===== src/rtl/uns_6x3_div.sv =====
// uns_6x3_div: sequential unsigned restoring divider producing one quotient bit per clock.
// Optional macro UNS_DIV_EARLY_EXIT_EN: when A < B the COMPUTE phase is skipped and INIT finishes directly.
module uns_6x3_div #(
    parameter int DIVIDEND_WIDTH = 6,
    parameter int DIVISOR_WIDTH  = 3
) (
    input  logic                      SYS_CLOCK,
    input  logic                      FSM_ARESET,
    input  logic                      GO,
    input  logic [DIVIDEND_WIDTH-1:0] A,
    input  logic [DIVISOR_WIDTH-1:0]  B,
    output logic                      READY,
    output logic                      INIT,
    output logic                      COMPUTE,
    output logic                      RES,
    output logic [DIVIDEND_WIDTH-1:0] Q_REG,
    output logic [DIVISOR_WIDTH-1:0]  R_REG,
    output logic                      DIV_ZERO
);

    localparam int CW = $clog2(DIVIDEND_WIDTH + 1);
`ifdef UNS_DIV_EARLY_EXIT_EN
    localparam int MW = (DIVIDEND_WIDTH > DIVISOR_WIDTH) ? DIVIDEND_WIDTH : DIVISOR_WIDTH;
`endif

    typedef enum logic [1:0] {
        ST_IDLE,
        ST_INIT,
        ST_COMPUTE,
        ST_RES
    } state_t;

    state_t                    state_q, state_d;
    logic [DIVIDEND_WIDTH-1:0] aq_q, aq_d;
    logic [DIVISOR_WIDTH-1:0]  d_q, d_d;
    logic [DIVISOR_WIDTH-1:0]  p_q, p_d;
    logic [CW-1:0]             cnt_q, cnt_d;
    logic [DIVIDEND_WIDTH-1:0] q_reg_q, q_reg_d;
    logic [DIVISOR_WIDTH-1:0]  r_reg_q, r_reg_d;
    logic                      div_zero_q, div_zero_d;

    // The partial remainder is always below D after a step, so its extra
    // top bit is only needed in the widened trial value, not in storage.
    logic [DIVISOR_WIDTH:0]    trial;
    logic                      fits;

    assign trial = {p_q, aq_q[DIVIDEND_WIDTH-1]};
    assign fits  = (trial >= {1'b0, d_q});

    assign READY    = (state_q == ST_IDLE);
    assign INIT     = (state_q == ST_INIT);
    assign COMPUTE  = (state_q == ST_COMPUTE);
    assign RES      = (state_q == ST_RES);
    assign Q_REG    = q_reg_q;
    assign R_REG    = r_reg_q;
    assign DIV_ZERO = div_zero_q;

    always_ff @(posedge SYS_CLOCK or posedge FSM_ARESET) begin
        if (FSM_ARESET) begin
            state_q    <= ST_IDLE;
            aq_q       <= '0;
            d_q        <= '0;
            p_q        <= '0;
            cnt_q      <= '0;
            q_reg_q    <= '0;
            r_reg_q    <= '0;
            div_zero_q <= 1'b0;
        end else begin
            state_q    <= state_d;
            aq_q       <= aq_d;
            d_q        <= d_d;
            p_q        <= p_d;
            cnt_q      <= cnt_d;
            q_reg_q    <= q_reg_d;
            r_reg_q    <= r_reg_d;
            div_zero_q <= div_zero_d;
        end
    end

    always_comb begin
        state_d    = state_q;
        aq_d       = aq_q;
        d_d        = d_q;
        p_d        = p_q;
        cnt_d      = cnt_q;
        q_reg_d    = q_reg_q;
        r_reg_d    = r_reg_q;
        div_zero_d = div_zero_q;

        case (state_q)
            ST_IDLE: begin
                if (GO) begin
                    aq_d    = A;
                    d_d     = B;
                    state_d = ST_INIT;
                end
            end

            ST_INIT: begin
                p_d   = '0;
                cnt_d = CW'(DIVIDEND_WIDTH);
                if (d_q == '0) begin
                    state_d    = ST_RES;
                    q_reg_d    = '1;
                    r_reg_d    = '0;
                    div_zero_d = 1'b1;
                end else begin
`ifdef UNS_DIV_EARLY_EXIT_EN
                    if (MW'(aq_q) < MW'(d_q)) begin
                        state_d    = ST_RES;
                        q_reg_d    = '0;
                        r_reg_d    = DIVISOR_WIDTH'(aq_q);
                        div_zero_d = 1'b0;
                    end else begin
                        state_d = ST_COMPUTE;
                    end
`else
                    state_d = ST_COMPUTE;
`endif
                end
            end

            ST_COMPUTE: begin
                p_d   = fits ? DIVISOR_WIDTH'(trial - {1'b0, d_q}) : DIVISOR_WIDTH'(trial);
                aq_d  = {aq_q[DIVIDEND_WIDTH-2:0], fits};
                cnt_d = cnt_q - CW'(1);
                // Last quotient bit: publish the finished quotient and remainder.
                if (cnt_q == CW'(1)) begin
                    state_d    = ST_RES;
                    q_reg_d    = {aq_q[DIVIDEND_WIDTH-2:0], fits};
                    r_reg_d    = p_d;
                    div_zero_d = 1'b0;
                end
            end

            ST_RES: begin
                state_d = ST_IDLE;
            end

            default: begin
                state_d = ST_IDLE;
            end
        endcase
    end

endmodule


===== config.mk =====
export PLATFORM = sky130hd
export DESIGN_NAME = uns_6x3_div
export DESIGN_NICKNAME = d
export VERILOG_FILES = /design/src/rtl/uns_6x3_div.sv
export SDC_FILE = /design/constraint.sdc
export NUM_CORES = 1
export LEC_CHECK = 0
export ABC_AREA = 0
export CAP_MARGIN = 10
export CORE_UTILIZATION = 37
export CTS_BUF_LIST = sky130_fd_sc_hd__clkbuf_16
export DETAILED_ROUTE_END_ITERATION = 8
export PLACE_DENSITY_LB_ADDON = 0.2
export SYNTH_ARGS = -nofsm -noshare
export SYNTH_HDL_FRONTEND = slang
export SYNTH_SLANG_ARGS = --single-unit

===== constraint.sdc =====
create_clock -name SYS_CLOCK -period 2.1 [get_ports SYS_CLOCK]
set_input_delay 0.42 -clock SYS_CLOCK [delete_from_list [all_inputs] [get_ports SYS_CLOCK]]
set_output_delay 0.42 -clock SYS_CLOCK [all_outputs]
set_load 0.005 [all_outputs]

==> results of run 1 <==
metrics by stage:
| stage | hold slack (ns) | util | instance area [um2] |
|---|---|---|---|
| floorplan | 0.463 | - | 1410 |
| global placement | 0.495 | 0.470 | 1720 |
| detailed placement | 0.500 | 0.470 | 1720 |
| CTS | 0.516 | 0.492 | 1800 |
| global route | 0.533 | 0.497 | 1820 |
| finish | 0.513 | 0.497 | 1820 |
flip-flops by register name, summed over array words and instances, names as in the netlist:
signal    count
aq_q          6
p_q           3
state_q       2
Q_REG         6
DIV_ZERO      1
d_q           3
R_REG         3
cnt_q         3
cell families after synthesis:
family / after synthesis / share of synthesized area
AOI/OAI and AO/OA: 39 / 0.175
DFF: 27 / 0.481
buffers and inverters: 21 / 0.0623
adders and majority gates: 10 / 0.0944
and+or+nand+nor: 36 / 0.131
muxes: 7 / 0.0561
how the worst min path moves through the flow:
stage	depth (start not counted)	slack, ns	endpoint	from
final	1	0.51	R_REG[0]	R_REG[0]
after CTS	1	0.52	R_REG[0]	R_REG[0]
after detailed placement	1	0.50	R_REG[0]	R_REG[0]
after global placement	2	0.49	aq_q[1]	aq_q[1]
after global routing	1	0.53	R_REG[0]	R_REG[0]
after floorplan	2	0.46	aq_q[1]	aq_q[1]
synth_stat cells (2+ instances only):
| library cell | n | area share |
|---|---|---|
| ha_1 | 9 | 0.080 |
| and2_1 | 2 | 0.0089 |
| nand2b_1 | 3 | 0.013 |
| o22ai_1 | 4 | 0.018 |
| dfrtp_1 | 27 | 0.48 |
| a22oi_1 | 4 | 0.021 |
| o21ai_0 | 16 | 0.057 |
| nor2_1 | 9 | 0.024 |
| a31oi_1 | 4 | 0.018 |
| inv_1 | 17 | 0.045 |
| nand3_1 | 4 | 0.014 |
| a21oi_1 | 6 | 0.021 |
| nand2_1 | 10 | 0.027 |
| mux2_2 | 7 | 0.056 |
final cells by class:
type	instances	share of cell area
multi-input cells	92	0.358
inverters	17	0.0351
clock buffers	3	0.0413
well taps	48	0.0330
repair buffers	30	0.158
flip-flops and latches	27	0.371
clock inverters	1	0.00275
what timing repair did:
item	in CTS	in global routing
setup buffers	0	1
endpoints found under the setup margin	0	4
hold buffers	0	0
resized for setup	0	2
routing by layer:
layer	vias to the layer above	GRT usage
met2	25	0.278
met3	2	0.0236
met1	515	0.187
met5	-	0
li1	540	-
met4	0	0.0426
power groups by stage:
stage | Sequential (mW) | Clock (mW) | Combinational (mW)
floorplan | 0.920 | 0 | 1.02
global placement | 0.948 | 0 | 1.47
detailed placement | 0.961 | 0 | 1.52
CTS | 0.952 | 0.439 | 1.53
global route | 0.986 | 0.460 | 1.76
finish | 0.948 | 0.427 | 1.58
==> run_results.csv, run 1 <==
group,metric,value,unit
detailed_routing,dr_wl_met2,1480,um
setup_path,cp_top_family,"buffers and inverters",
detailed_routing,m1WireLength,1290,um
cells_and_area,multi_input_area,652,um2
timing,max_clock_freq,499,MHz
power,ir_worst_vdd,0.000546,V
timing,slew-limit-headroom,0.741,
timing,tightest_slew,0.384,ns
clocking,path_clk_slew,0.07,ns
timing,maxSlewViolCount,0,
detailed_routing,avgRoutedWirePerCell,13.3,um
detailed_routing,wl_met3,107,um
synthesis,yosys_most_used_dff,"dfrtp_1",
cells_and_area,final_common_cell,"dfrtp_1",
placement,place_hpwl,2150,um
run_status,status,"finished clean",
timing,post-route-min-period,2.00,ns
setup_path,regToRegSetupSlack,0.11,ns
cells_and_area,n_antenna_cell,0,
detailed_routing,vias,1082,
timing,fin_tns_setup,0,ns
synthesis,synth_edf_count,0,
cells_and_area,layout.cells.non_filler,218,
clocking,clockRootBuffer,"clkbuf_16",
floorplanning,initial_core_util,0.384,
power,switching_share,0.384,
clocking,htree_num_levels,1,
cells_and_area,mostFrequentLayoutCells,"dfrtp_1, clkdlybuf4s50_1, inv_1, o21ai_0, nand2_1",
grt,grt_pass1_wl,4890,um
power,power,2.95,mW
synthesis,synth_fp_nets,162,
timing,setup_viol,0,
clocking,clock_path_buffers,2,
detailed_routing,first_pass_iters,4,
min_path,hp-class,"flop to flop",
cells_and_area,final_nets,193,
setup_path,r2r_cells,7,
clocking,clock_latency,0.26,ns
setup_path,crit_type,"flop to output port",
power,power.share.sequential,0.321,
floorplanning,die_x,63.6,um
setup_path,critical_path.startpoint,"state_q[0]",
power,power_density,1620,nW/um2
detailed_routing,viasPerCell,4.96,
cells_and_area,drive_gt1_frac,0.135,
detailed_routing,final_antenna_net_count,0,
detailed_routing,route.detailed.drc,0,
floorplanning,rows,22,
setup_path,required,1.68,ns
cells_and_area,regArea,676,um2
timing,fin_skew,0.00161,ns
run,drv_cap,0,
power,comb_power_share,0.534,
grt,grt-ovfl-total,0,
synthesis,synth.avg_cell_area,10.0,um2
clocking,cts.sinks,27,
power,internal-power,1.82,mW
power,p_leak,0.811,nW
synthesis,synth-seq-cells,27,
grt,grt_use_total,0.154,
clocking,cts_tree,"yes",
timing,rsz0062_at_grt,"false",
grt,antenna_found_initial,0,
timing,hold_viol,0,
synthesis,async_flop_share,1.00,
synthesis,ys_seq_area_frac,0.481,
setup_path,cp.depth,3,
placement,portBuffers,25,
detailed_routing,routed_wl,2900,um
floorplanning,dieArea,4050,um2
setup_path,crit_buf_inv,2,
floorplanning,io_pins,26,
setup_path,start_kind,"flop",
cells_and_area,area_delta_synth_final,29.5,%
setup_path,cp-end-kind,"output port",
placement,dp.cells,213,
placement,gp_congestion,0.887,
setup_path,worstPathArrival,1.58,ns
setup_path,setup.worst_path.end,"READY",
grt,grt_max_degree,28,
setup_path,cp_slowest_cell,"clkdlybuf4s50_1",
detailed_routing,drt_iter0_markers,98,
power,pwr-share-clk,0.145,
timing,setup_ws,0.0965,ns
cells_and_area,fill_cells,339,
synthesis,synthCells,140,
floorplanning,core,3660,um2
clocking,cts_buffers,3,
power,switchingPower,1.13,mW
placement,post-place-ws,0.0919,ns
synthesis,syn_area,1410,um2
detailed_routing,top_layer,"met4",
setup_path,path_max_fanout,8,
setup_path,slowest_delay,0.52,ns
grt,grt_pass1_vias,1076,
setup_path,worstReg2RegEnd,"R_REG[2]",
floorplanning,dieHeight,63.6,um
timing,finalCritPeriodShare,0.954,
setup_path,path_cells,"inv_1, ha_2, clkdlybuf4s50_1",
synthesis,yosysWarnings,0,
synthesis,synth.distinct_cells,32,
setup_path,rr_startpoint,"aq_q[5]",
(Power assumes the default switching activity.)
==> run 2, diff against run 1 <==
- CTS_CLUSTER_DIAMETER: default -> 150
==> results of run 2 <==
The final DEF is identical to that of run 1; final timing and power are the same.
==> run 3, diff against run 2 <==
- CTS_CLUSTER_SIZE: default -> 25
==> results of run 3 <==
The final DEF is identical to that of run 1; final timing and power are the same.
